`src/rtl/csr_pkg.sv`:
```
// Shared constants for the performance-counter CSR file: address map,
// CSR op encodings, mcountinhibit bit positions and per-counter lookups.
// Counter slot k: 0 = mcycle, 1 = minstret, 2+i = mhpmcounter(3+i).
package csr_pkg;

   localparam logic [11:0] CSR_MCYCLE        = 12'hB00;
   localparam logic [11:0] CSR_MCYCLEH       = 12'hB80;
   localparam logic [11:0] CSR_MINSTRET      = 12'hB02;
   localparam logic [11:0] CSR_MINSTRETH     = 12'hB82;
   localparam logic [11:0] CSR_MHPM_BASE     = 12'hB03;
   localparam logic [11:0] CSR_MHPMH_BASE    = 12'hB83;
   localparam logic [11:0] CSR_USER_OFFSET   = 12'h100;
   localparam logic [11:0] CSR_MCOUNTINHIBIT = 12'h320;

   localparam logic [1:0] CSR_OP_NONE = 2'b00;
   localparam logic [1:0] CSR_OP_RW   = 2'b01;
   localparam logic [1:0] CSR_OP_RS   = 2'b10;
   localparam logic [1:0] CSR_OP_RC   = 2'b11;

   localparam int unsigned INH_CY       = 0;
   localparam int unsigned INH_IR       = 2;
   localparam int unsigned INH_HPM_BASE = 3;

   // Low-half machine address of counter slot k
   function automatic logic [11:0] cnt_lo_addr(input int unsigned k);
      if (k == 0)      return CSR_MCYCLE;
      else if (k == 1) return CSR_MINSTRET;
      else             return CSR_MHPM_BASE + 12'(k - 2);
   endfunction

   // High-half machine address of counter slot k
   function automatic logic [11:0] cnt_hi_addr(input int unsigned k);
      if (k == 0)      return CSR_MCYCLEH;
      else if (k == 1) return CSR_MINSTRETH;
      else             return CSR_MHPMH_BASE + 12'(k - 2);
   endfunction

   // mcountinhibit bit that freezes counter slot k
   function automatic int unsigned cnt_inh_bit(input int unsigned k);
      if (k == 0)      return INH_CY;
      else if (k == 1) return INH_IR;
      else             return INH_HPM_BASE + k - 2;
   endfunction

   // Implemented (writable) bits of mcountinhibit for n HPM counters
   function automatic logic [31:0] inh_mask(input int unsigned n);
      logic [31:0] m;
      m         = '0;
      m[INH_CY] = 1'b1;
      m[INH_IR] = 1'b1;
      for (int unsigned i = 0; i < n; i++) m[INH_HPM_BASE + i] = 1'b1;
      return m;
   endfunction

endpackage

```
`src/rtl/csr_counter.sv`:
```
// One performance counter with half-word CSR write ports.
// Ports: clk_i/reset_i (sync active-high), inc_i event, inhibit_i freeze,
// wrLo_i/wrHi_i half writes of wdata_i, value_o current count.
// A CSR write beats a same-cycle increment; the count wraps silently.
module csr_counter #(
   parameter int unsigned COUNTER_WIDTH = 64
) (
   input  logic                     clk_i,
   input  logic                     reset_i,
   input  logic                     inc_i,
   input  logic                     inhibit_i,
   input  logic                     wrLo_i,
   input  logic                     wrHi_i,
   input  logic [31:0]              wdata_i,
   output logic [COUNTER_WIDTH-1:0] value_o
);

   logic [COUNTER_WIDTH-1:0] value_q, value_d;
   logic [COUNTER_WIDTH-1:0] lo_wr_val, hi_wr_val;

   // Merged write values; a 32-bit counter has no high half to write
   if (COUNTER_WIDTH > 32) begin : g_wide
      assign lo_wr_val = {value_q[COUNTER_WIDTH-1:32], wdata_i};
      assign hi_wr_val = {wdata_i[COUNTER_WIDTH-33:0], value_q[31:0]};
   end else begin : g_narrow
      assign lo_wr_val = wdata_i;
      assign hi_wr_val = value_q;
   end

   // Next count: writes override the increment
   always_comb begin
      value_d = value_q;
      if (inc_i && !inhibit_i) value_d = value_q + COUNTER_WIDTH'(1);
      if (wrLo_i)                                value_d = lo_wr_val;
      else if (wrHi_i && (COUNTER_WIDTH > 32))   value_d = hi_wr_val;
   end

   always_ff @(posedge clk_i) begin
      if (reset_i) value_q <= '0;
      else         value_q <= value_d;
   end

   assign value_o = value_q;

endmodule

```
`src/rtl/csr_counter_file.sv`:
```
// Performance-counter CSR file: mcycle, minstret, NUM_HPM mhpmcounters,
// their user read-only shadows and mcountinhibit.
// Ports: clk_i/reset_i (sync active-high); csrValid_i/csrAddr_i/csrOp_i/
// csrWData_i CSR access; csrRData_o old value and csrIllegal_o (both
// combinational); instStep_i retire pulse; hpmEvent_i per-HPM event pulses.
module csr_counter_file
   import csr_pkg::*;
#(
   parameter int unsigned NUM_HPM       = 4,
   parameter int unsigned COUNTER_WIDTH = 64
) (
   input  logic               clk_i,
   input  logic               reset_i,
   input  logic               csrValid_i,
   input  logic [11:0]        csrAddr_i,
   input  logic [1:0]         csrOp_i,
   input  logic [31:0]        csrWData_i,
   output logic [31:0]        csrRData_o,
   output logic               csrIllegal_o,
   input  logic               instStep_i,
   input  logic [NUM_HPM-1:0] hpmEvent_i
);

   localparam int unsigned NCNT     = 2 + NUM_HPM;
   localparam logic [31:0] INH_MASK = inh_mask(NUM_HPM);

   logic [31:0]              mcountinhibit_q, mcountinhibit_d;
   logic [COUNTER_WIDTH-1:0] cnt_val [NCNT];
   logic [63:0]              cnt_ext [NCNT];
   logic [NCNT-1:0]          sel_lo, sel_hi, wr_lo, wr_hi;
   logic [11:0]              m_addr;
   logic                     is_user, is_inh, mapped, wr_intent, illegal, we;
   logic [31:0]              old_val, new_val;

   // Address decode, legality, read mux and read-modify-write datapath
   always_comb begin
      is_user = (csrAddr_i[11:8] == 4'hC);
      m_addr  = is_user ? (csrAddr_i - CSR_USER_OFFSET) : csrAddr_i;
      is_inh  = (csrAddr_i == CSR_MCOUNTINHIBIT);
      for (int unsigned k = 0; k < NCNT; k++) begin
         sel_lo[k] = (m_addr == cnt_lo_addr(k));
         sel_hi[k] = (m_addr == cnt_hi_addr(k));
      end
      mapped = is_inh | (|sel_lo) | (|sel_hi);

      // RS/RC with a zero operand is a pure read, so shadows allow it
      wr_intent = (csrOp_i == CSR_OP_RW) |
                  (((csrOp_i == CSR_OP_RS) | (csrOp_i == CSR_OP_RC)) & (|csrWData_i));
      illegal   = csrValid_i & (~mapped | (is_user & wr_intent));
      we        = csrValid_i & ~illegal & wr_intent;

      old_val = '0;
      if (is_inh) old_val = mcountinhibit_q;
      for (int unsigned k = 0; k < NCNT; k++) begin
         if (sel_lo[k]) old_val = cnt_ext[k][31:0];
         if (sel_hi[k]) old_val = cnt_ext[k][63:32];
      end

      case (csrOp_i)
         CSR_OP_RS: new_val = old_val | csrWData_i;
         CSR_OP_RC: new_val = old_val & ~csrWData_i;
         default:   new_val = csrWData_i;
      endcase

      mcountinhibit_d = (we && is_inh) ? (new_val & INH_MASK) : mcountinhibit_q;
      wr_lo           = {NCNT{we}} & sel_lo;
      wr_hi           = {NCNT{we}} & sel_hi;

      csrRData_o   = illegal ? 32'h0 : old_val;
      csrIllegal_o = illegal;
   end

   // Inhibit bits act from the cycle after their write commits
   always_ff @(posedge clk_i) begin
      if (reset_i) mcountinhibit_q <= '0;
      else         mcountinhibit_q <= mcountinhibit_d;
   end

   for (genvar k = 0; k < NCNT; k++) begin : g_cnt
      logic inc;
      if (k == 0) begin : g_cy
         assign inc = 1'b1;
      end else if (k == 1) begin : g_ir
         assign inc = instStep_i;
      end else begin : g_hpm
         assign inc = hpmEvent_i[k-2];
      end

      csr_counter #(.COUNTER_WIDTH(COUNTER_WIDTH)) u_cnt (
         .clk_i     (clk_i),
         .reset_i   (reset_i),
         .inc_i     (inc),
         .inhibit_i (mcountinhibit_q[cnt_inh_bit(k)]),
         .wrLo_i    (wr_lo[k]),
         .wrHi_i    (wr_hi[k]),
         .wdata_i   (new_val),
         .value_o   (cnt_val[k])
      );

      assign cnt_ext[k] = 64'(cnt_val[k]);
   end

endmodule

```
`config.mk`:
```
export PLATFORM = sky130hd
export DESIGN_NAME = csr_counter_file
export DESIGN_NICKNAME = d
export VERILOG_FILES = /design/src/rtl/csr_pkg.sv /design/src/rtl/csr_counter.sv /design/src/rtl/csr_counter_file.sv
export SDC_FILE = /design/constraint.sdc
export NUM_CORES = 2
export LEC_CHECK = 0
export BUFFER_PORTS_ARGS = -buffer_cell sky130_fd_sc_hd__buf_2
export CAP_MARGIN = 5
export CELL_PAD_IN_SITES_DETAIL_PLACEMENT = 0
export CELL_PAD_IN_SITES_GLOBAL_PLACEMENT = 2
export CORE_MARGIN = 2
export CORE_UTILIZATION = 35
export CTS_BUF_LIST = sky130_fd_sc_hd__clkbuf_16
export CTS_CLUSTER_DIAMETER = 200
export DETAILED_ROUTE_END_ITERATION = 7
export GPL_TIMING_DRIVEN = 0
export PLACE_DENSITY_LB_ADDON = 0.1
export REMOVE_ABC_BUFFERS = 1
export SYNTH_ARGS = -nofsm -noshare
export SYNTH_HDL_FRONTEND = slang
export SYNTH_SLANG_ARGS = --single-unit
```
`constraint.sdc`:
```
create_clock -name clk_i -period 5.1 [get_ports clk_i]
set_input_delay 0.765 -clock clk_i [delete_from_list [all_inputs] [get_ports clk_i]]
set_output_delay 0.765 -clock clk_i [all_outputs]
set_load 0.01 [all_outputs]
```
==> out/results.ini <==
[grt]
global_route.usage.total_pct=41.6
grt_remaining_overflow=0
grt_first_pass_wirelength_um=243000
pin_count_of_the_biggest_net_entering_global_routing=132
grt_antenna_before_repair=14
grt_pass1_vias=30571

[logic_synthesis]
synthArstFlopShare_pct=0
synth-seq-cells=390
synth_enable_flop_cells=0
synth_compound_gate_area_share_pct=30.5
synthesis.yosys.warnings=0
main_combinational_cell_family_by_area_after_synthesis=compound AO/OA/AOI/OAI gates
synthXorXnorAreaFrac_pct=5.44
synth-adder-area-share_pct=0.359
synthSimpleGateAreaFrac_pct=29.5
yosysUniqueCellTypes=101
synthesis.instances=3865
syn_avg_cell_area_um2=7.21
synth.cell_area_um2=27900
ys.flop_type=sky130_fd_sc_hd__dfxtp_1
synth_seq_area_share_pct=28.0
multiplexer_fraction_of_the_synthesized_cell_area_pct=0.988

[critical_path]
slowest_stage=sky130_fd_sc_hd__nand2_1
worstPathArrival_ns=5.82
cp_slowest_stage_delay_ns=1.17
worstSetupStartpoint=csrAddr_i[3]
ff2ff_path_depth=7
cp_cell_sequence=buf_2 > or4b_1 > nor2_4 > a221oi_1 > nand2_1 > nand3_1 > nand4b_1 > nand2_1 > nor2_1 > o21a_1
launch_instance_of_the_worst_register_to_register_path=g_cnt[2].u_cnt.value_o[49]
critical_path_cell_count=10
required_ns=5.60
timing.critical_path.fanout_max=27
worst_setup_sp_type=input port
worst-setup-path-type=input port to flip-flop
timing.critical_path.to=g_cnt[2].u_cnt.value_o[49]
critical-path-top-cell-by-count=sky130_fd_sc_hd__nand2_1
r2r-end=g_cnt[2].u_cnt.value_o[49]
crit_family=simple AND/OR/NAND/NOR gates
reg2reg_slack_ns=0.97
worst-path-buf-inv=1
cp-end-kind=flip-flop

[final_layout]
area.sequential_um2=7810
area_taken_by_multi_input_logic_gates_um2=19200
leading_cell_type_in_the_layout_fill_and_taps_excluded=sky130_fd_sc_hd__nor2_1
num-nets-final=3886
final.fill_count=8282
finalCoreUtilization_pct=40.8
flow.area_growth_from_synthesis_pct=15.6
share_of_post_route_cells_with_drive_strength_above_1_pct=11.4
final_cell_mix=431 x sky130_fd_sc_hd__nor2_1, 390 x sky130_fd_sc_hd__dfxtp_1, 381 x sky130_fd_sc_hd__nand2_1

[cts]
cts_max_level=2
clock-root-buffer=sky130_fd_sc_hd__clkbuf_16
numCtsBuffers=51
cts.sinks=390
worst_setup_hold_path_clk_slew_ns=0.06
tritoncts_clock_tree=yes
insertion_delay_ns=0.63
clockBufferDepth=3

[floorplan]
initial_core_util_pct=35.3
floorplan.die.height_um=286
rows=103
die_width_um=286
floorplan.io_pins=87
coreArea_um2=78900
total_die_area_um2=81900

[timing]
worst-slew-pin-transition_ns=1.47
clock-skew-final_ns=0.0323
hold_violations=0
period_minus_slack_ns=5.32
relSlewSlack_pct=2.17
setup_violations=21
max_freq_mhz=188
finalMaxSlewViolations=0
postLayoutSetupSlackWorst_ns=-0.222
grt_setup_unrepaired=yes
period_share_pct=104
final.setup.tns_ns=-1.39

[run]
timing.max_cap.violations=0

[power]
ir_worst_vdd_v=0.000252
clkPwrFrac_pct=46.4
net-switching-power_uw=2280
share_seq_of_total_power_pct=42.1
power.leakage_uw=0.0101
power.switching_fraction_pct=30.8
pwr_density_cell_nw_per_um2=230
comb_power_share_pct=11.6
int_pwr_uw=5120

[status]
failed_checks=setup timing
outcome=finished with violations

[route]
dr.first_iter.drc_count=4455
remaining_drc_errors=0
firstDrtPassIters=6
total_length_of_routed_wires_um=177000
ant_nets=0
post_drt_wl_per_cell_um=35.9
count_of_vias_placed_by_the_detailed_router=33989
viasPerCell=6.90

[placement]
gpl.final_weighted_congestion=1.03
dp.final_hpwl_um=130000
numPortBuffers=86
pre_cts_ws_ns=-2.20

[hold_path]
holdPathStages=2
hp-class=flip-flop to flip-flop

-- registers in the layout, summed over array words and instances (netlist names) --
register / count
g_cnt.u_cnt.value_o: 384
mcountinhibit_q: 6
-- layer usage --
layer | up-vias | wire (um) | part of all wire (%) | GRT usage (%)
li1 | 14514 | - | - | -
met1 | 16748 | 71400 | 40 | 54.1
met2 | 2241 | 75300 | 43 | 62.2
met3 | 478 | 18100 | 10 | 10.3
met4 | 8 | 12300 | 6.9 | 24.6
met5 | - | 49 | 0.028 | 0
-- repair_timing --
action	in CTS	in global routing
pin swaps	8	2
resized for setup	40	18
hold buffers	0	0
endpoints found under the hold margin	0	0
cloned	1	0
setup buffers	15	19
endpoints found under the setup margin	381	73
-- metrics by stage --
step / instance area (um2) / hold slack, ns / power [uW] / cells
2_1_floorplan: 26600 / 0.439 / 3400 / 3566
3_3_place_gp: 28300 / 0.490 / 3860 / 4702
3_5_place_dp: 30000 / 0.499 / 3970 / 4782
4_1_cts: 31800 / 0.509 / 7360 / 4891
5_1_grt: 32200 / 0.531 / 7550 / 4915
6_report: 32200 / 0.518 / 7400 / 4926
-- cells by family after synthesis --
group / Yosys count
compound gates: 1263
simple gates: 1661
flops: 390
buf+inv: 343
mux: 27
xor+xnor: 173
fa+ha+maj: 8
-- power groups by stage --
stage | logic, uW | clock network (uW) | registers, uW
global route | 851 | 3580 | 3110
detailed placement | 788 | 0 | 3180
CTS | 802 | 3450 | 3110
finish | 857 | 3430 | 3110
floorplan | 240 | 0 | 3160
global placement | 684 | 0 | 3180
-- tightest hold or removal path, stage by stage, from the launching register on --
cell and delay [ns]:
sky130_fd_sc_hd__dfxtp_1 0.35, sky130_fd_sc_hd__nand2_1 0.07, sky130_fd_sc_hd__a21oi_1 0.05
-- final cells by class --
| type | instances | area share [%] |
|---|---|---|
| multi-input cells | 3133 | 59.8 |
| flip-flops and latches | 390 | 24.2 |
| repair buffers | 204 | 6.63 |
| well taps | 1050 | 4.08 |
| clock buffers | 52 | 4.04 |
| clock inverters | 41 | 0.626 |
| inverters | 44 | 0.521 |
| diodes | 12 | 0.0933 |
-- synth_stat cells (all sizes together), types with 96 or more instances --
cell	count	area share, %
dfxtp	390	28
xnor2	101	3.2
buf	105	1.9
nor2	452	6.2
a31oi	103	2.3
nor3	140	2.6
o21ai	249	4.5
clkbuf	194	2.6
a211oi	142	4.0
a21oi	293	5.3
nand2	390	5.3
nand4	96	2.2
nand3	200	3.6
-- worst min-delay path by stage --
stage | from | slack [ns] | endpoint
2_1_floorplan | g_cnt[0].u_cnt.value_o[63] | 0.44 | g_cnt[0].u_cnt.value_o[63]
3_3_place_gp | g_cnt[0].u_cnt.value_o[63] | 0.49 | g_cnt[0].u_cnt.value_o[63]
3_5_place_dp | g_cnt[0].u_cnt.value_o[63] | 0.50 | g_cnt[0].u_cnt.value_o[63]
4_1_cts | g_cnt[0].u_cnt.value_o[63] | 0.51 | g_cnt[0].u_cnt.value_o[63]
5_1_grt | g_cnt[0].u_cnt.value_o[63] | 0.53 | g_cnt[0].u_cnt.value_o[63]
6_report | g_cnt[0].u_cnt.value_o[63] | 0.52 | g_cnt[0].u_cnt.value_o[63]
No activity file was read; power rests on OpenSTA's default activity.
